### config.mk
export PLATFORM = sky130hd
export DESIGN_NAME = div_seq_ctrl
export DESIGN_NICKNAME = d
export VERILOG_FILES = /design/src/rtl/div_seq_ctrl.sv
export SDC_FILE = /design/constraint.sdc
export NUM_CORES = 1
export LEC_CHECK = 0
export ABC_AREA = 1
export CAP_MARGIN = 20
export CORE_ASPECT_RATIO = 2
export CORE_UTILIZATION = 38
export CTS_CLUSTER_SIZE = 12
export DETAILED_ROUTE_END_ITERATION = 16
export MAX_ROUTING_LAYER = met4
export PLACE_DENSITY = 0.91
export SYNTH_ARGS = -nofsm -noshare
export SYNTH_HDL_FRONTEND = slang
export SYNTH_SLANG_ARGS = --single-unit
### constraint.sdc
create_clock -name clk -period 1.85 [get_ports clk]
set_input_delay 0.37 -clock clk [delete_from_list [all_inputs] [get_ports clk]]
set_output_delay 0.37 -clock clk [all_outputs]
set_load 0.01 [all_outputs]
### src/rtl/div_seq_ctrl.sv
// div_seq_ctrl: sequences one div/mod instruction from EXE through an
// external divider core over a valid/ready operand channel and a valid-only
// result channel. It holds the selected quotient or remainder until EXE
// consumes it, and it drains in-flight core results when EXE flushes.
// Optional build macro: DIV_ZERO_FAST_EN. When this macro is defined, a zero
// divisor is resolved locally in a single cycle and the core is not issued.
module div_seq_ctrl (
  input  logic        clk,
  input  logic        reset,
  input  logic        req_valid,
  input  logic [3:0]  req_op,        // one-hot {div_w, mod_w, div_wu, mod_wu}
  input  logic [31:0] req_src1,
  input  logic [31:0] req_src2,
  input  logic        req_cancel,
  input  logic        res_ack,
  output logic        res_valid,
  output logic [31:0] res_data,
  output logic        div_s_valid,
  input  logic        div_s_ready,
  output logic        div_signed,
  output logic [31:0] div_src1,
  output logic [31:0] div_src2,
  input  logic        div_m_valid,
  input  logic [63:0] div_m_data     // {quotient, remainder}
);

  typedef enum logic [2:0] {IDLE, SEND, WAIT, DONE, DRAIN} state_t;

  state_t      state_reg;
  logic [31:0] src1_reg;
  logic [31:0] src2_reg;
  logic [3:0]  op_reg;
  // A flush that lands while the operand handshake is still pending must be
  // remembered, because the core will still produce a result to be drained.
  logic        cancel_pend_reg;

  logic req_take;
  logic lat_is_div;

  assign req_take   = req_valid & ~req_cancel & (|req_op);
  assign lat_is_div = op_reg[3] | op_reg[1];

  // Operands reach the core straight from the latched registers, so they
  // cannot move while div_s_valid is high.
  assign div_src1   = src1_reg;
  assign div_src2   = src2_reg;
  assign div_signed = op_reg[3] | op_reg[2];

`ifdef DIV_ZERO_FAST_EN
  logic req_is_div;
  assign req_is_div = req_op[3] | req_op[1];
`endif

  // Control FSM with registered handshake outputs and result register.
  always_ff @(posedge clk) begin
    if (reset) begin
      state_reg       <= IDLE;
      src1_reg        <= '0;
      src2_reg        <= '0;
      op_reg          <= '0;
      cancel_pend_reg <= 1'b0;
      div_s_valid     <= 1'b0;
      res_valid       <= 1'b0;
      res_data        <= '0;
    end else begin
      case (state_reg)
        IDLE: begin
          if (req_take) begin
            src1_reg        <= req_src1;
            src2_reg        <= req_src2;
            op_reg          <= req_op;
            cancel_pend_reg <= 1'b0;
`ifdef DIV_ZERO_FAST_EN
            if (req_src2 == 32'd0) begin
              // Divide-by-zero: all-ones quotient, remainder = dividend.
              res_data  <= req_is_div ? 32'hFFFF_FFFF : req_src1;
              res_valid <= 1'b1;
              state_reg <= DONE;
            end else begin
              div_s_valid <= 1'b1;
              state_reg   <= SEND;
            end
`else
            div_s_valid <= 1'b1;
            state_reg   <= SEND;
`endif
          end
        end

        SEND: begin
          if (div_s_ready) begin
            div_s_valid     <= 1'b0;
            cancel_pend_reg <= 1'b0;
            state_reg       <= (cancel_pend_reg | req_cancel) ? DRAIN : WAIT;
          end else if (req_cancel) begin
            cancel_pend_reg <= 1'b1;
          end
        end

        WAIT: begin
          if (div_m_valid) begin
            if (req_cancel) begin
              // Flush coincides with the result: nothing left to drain.
              state_reg <= IDLE;
            end else begin
              res_data  <= lat_is_div ? div_m_data[63:32] : div_m_data[31:0];
              res_valid <= 1'b1;
              state_reg <= DONE;
            end
          end else if (req_cancel) begin
            state_reg <= DRAIN;
          end
        end

        DONE: begin
          if (res_ack | req_cancel) begin
            res_valid <= 1'b0;
            state_reg <= IDLE;
          end
        end

        DRAIN: begin
          if (div_m_valid) begin
            state_reg <= IDLE;
          end
        end

        default: begin
          div_s_valid <= 1'b0;
          res_valid   <= 1'b0;
          state_reg   <= IDLE;
        end
      endcase
    end
  end

endmodule

==> results.txt <==
DIE AREA -> 0.0114 mm^2
Clk_skew -> 0.0126 ns
Setup TNS -> 0 ns
DRT Pass-1 Iters -> 4
Area share of the largest cell type after synthesis -> 0.505
Xor-xnor portion of the synthesized cell area -> 0
Synth cell count leaders -> 157 x nor2_1, 105 x dfxtp_1, 90 x o21ai_0
Synth Area in Adders -> 0
Worst-path clk slew -> 0.08 ns
PortBufs -> 237
GRT overflow -> 0
Residual DRC -> 0
Final instance area -> 0.00702 mm^2
WP data required -> 1.48 ns
Final Hold Viols -> 0
Vias -> 4,690
Max Fanout on Critical Path -> 2
Hold Crit Depth -> 2
Placed Cells incl. Taps -> 908
CTS tree -> yes
CP max-delay cell -> clkdlybuf4s50_1
Slew @ Worst Pin -> 0.445 ns
Worst min-delay path category -> flop to flop
Diodes inserted -> 0
Root Buffer -> clkbuf_16
Cell with the most instances after synthesis -> nor2_1
Number of CTS-inserted buffers -> 9
Cts-stage hold buffer count -> 0
RSZ-0062 raised after global routing -> false
Worst IR Drop VDD -> 0.760 mV
IO Count -> 238
H-Tree Depth -> 3
Worst hold margin -> 0.463 ns
Post-CTS Setup Inserts -> 0
CTS resizes -> 0
Drt wl/cell -> 15.0 um
Largest net degree at the start of global routing -> 56
Synth Net Count -> 694
Synth-to-Final Area Change -> 68.6%
Sequential share of the synthesized area -> 0.505
Fin nets -> 921
Clock share of power -> 0.268
Initial cell density of the core -> 0.392
Final setup viols -> 0
Crit path kind -> flop to output port
DRT antenna net count -> 0
DIE HEIGHT -> 150 um
Leak -> 2.85 nW
FF-to-FF path depth -> 5
Gate power share -> 0.353
Dpl ws -> -0.111 ns
Achievable frequency -> 554 MHz
Worst skew pair latency -> 0.34 ns
Core Region -> 0.0106 mm^2
Pwr Density -> 1090 mW/mm^2
Area contributors post-synth -> dfxtp_1 50%, nor2_1 14%, o21ai_0 11%
Worst r2r src -> state_reg[1]$_SDFFE_PP0P_
Yosys top cell by area -> dfxtp_1
R2R setup slack -> 0.30 ns
Dpl hpwl -> 9970 um
Initial antenna violation count -> 0
Most used flip-flop cell after synthesis -> dfxtp_1
CP endpoint kind -> output port
Final wirelength -> 13,800 um
DRT iter0 DRCs -> 197
Synth Register Bits -> 105
Critical Path Start Type -> flop
Hold EP -> res_valid$_SDFFE_PP0P_
Hold path start -> res_valid$_SDFFE_PP0P_
Post-synthesis compound-gate area fraction -> 0.216
Cell Int Power -> 0.00515 W
Fin crit period -> 1.81 ns
Max-slew headroom -> 0.703
# clock sinks -> 105
FF-to-FF End -> res_data[15]$_SDFFE_PP0P_
Fin cells -> 923
Sw frac -> 0.326
Synthesized area -> 0.00416 mm^2
Ys Warns -> 0
Post-synth EDFFs -> 0
Die width -> 76.0 um
Vias in the first global route -> 4,550
Post-DP Area -> 0.00670 mm^2
First-pass GRT wire length -> 21,800 um
Max-cap violations -> 0
Post-synthesis mux area share -> 0
Combinational family with the most area after synthesis -> compound AO/OA/AOI/OAI gates
GP Congestion -> 0.884
Biggest cell delay along the critical path -> 0.50 ns
Reg power frac -> 0.379
Setup ws final -> 0.0447 ns
Vias per cell -> 5.08
Simple-gate share of the synthesized area -> 0.213
Slew Viols, Final -> 0
Status -> complete, no violations
Layout cell share with drive strength beyond 1 -> 0.0585
NetSw -> 0.00248 W
Post-synth ARST share -> 0
CTS Buffer Depth -> 2
Worst path arrival time -> 1.44 ns
Critical Path, Cell by Cell -> or2_2, clkdlybuf4s50_1
Row count -> 53
Tot GR Track Use -> 0.247
Avg Inst Size Synth -> 7.50 um^2
Syn Inst Count -> 555
Fin crit share -> 0.976
Yosys cell types -> 21
[cell families (layout without fill, tap and decap cells)]
group,after synthesis,count (layout)
AO/OA/AOI/OAI,170,170
flip-flops,105,105
buffers and inverters,54,285
AND/OR/NAND/NOR,226,226
[through the flow]
step	utilization	power, W
after detailed placement	0.632	0.00560
after global routing	0.661	0.00809
after CTS	0.661	0.00768
after floorplan	-	0.00429
final	0.661	0.00763
after global placement	0.632	0.00555
[layout by cell type (no fill, tap or decap), drive strengths merged, types with 2 or more instances in the layout]
master         netlist  layout
a21oi                5       5
a31oi               32      32
buf                 16      21
bufinv               0       2
clkbuf              26       9
clkdlybuf4s50        0     237
dfxtp              105     105
inv                 12      14
nand2               54      54
nand3                8       8
nand4                3       3
nor2               159     159
o21ai              132     132
[worst max-delay path by stage]
stage / slack (ns) / start / end
after detailed placement: -0.11 / req_op[2] / op_reg[2]$_SDFFE_PP0P_
final: 0.04 / op_reg[3]$_SDFFE_PP0P_ / div_signed
after CTS: 0.02 / op_reg[3]$_SDFFE_PP0P_ / div_signed
after global placement: -0.04 / req_op[2] / div_src2[3]$_SDFFE_PP0P_
after floorplan: 0.52 / req_valid / div_src1[11]$_SDFFE_PP0P_
after global routing: 0.002 / op_reg[3]$_SDFFE_PP0P_ / div_signed
[power groups by stage]
stage | combinational [W] | clock, W | sequential [W]
final | 0.00269 | 0.00205 | 0.00289
after global routing | 0.00297 | 0.00219 | 0.00294
after CTS | 0.00270 | 0.00210 | 0.00288
after detailed placement | 0.00268 | 0 | 0.00292
after global placement | 0.00263 | 0 | 0.00291
after floorplan | 0.00125 | 0 | 0.00303
[layer usage]
metal	wire length, um	share of wire	vias to the layer above	GRT usage
met2	7220	0.52	228	0.452
met5	0	0	-	-
met3	730	0.053	37	0.0378
met1	5310	0.38	2125	0.256
met4	551	0.040	0	0.121
li1	-	-	2300	-
[final cells by class]
type | count | area, um^2
fill | 844 | 3590
timing repair buffer | 258 | 2590
sequential | 105 | 2100
multi-input combinational | 396 | 1790
clock buffer | 9 | 225
tap | 137 | 171
clock inverter | 6 | 90.1
inverter | 12 | 45.0
[worst max-delay path: cells and delay by family, from the launching register on]
kind / cells / cell delay [ns]
flops: 1 / 0.31
buf+inv: 1 / 0.50
simple gates: 1 / 0.29
Power figures use the tool's default switching activity.
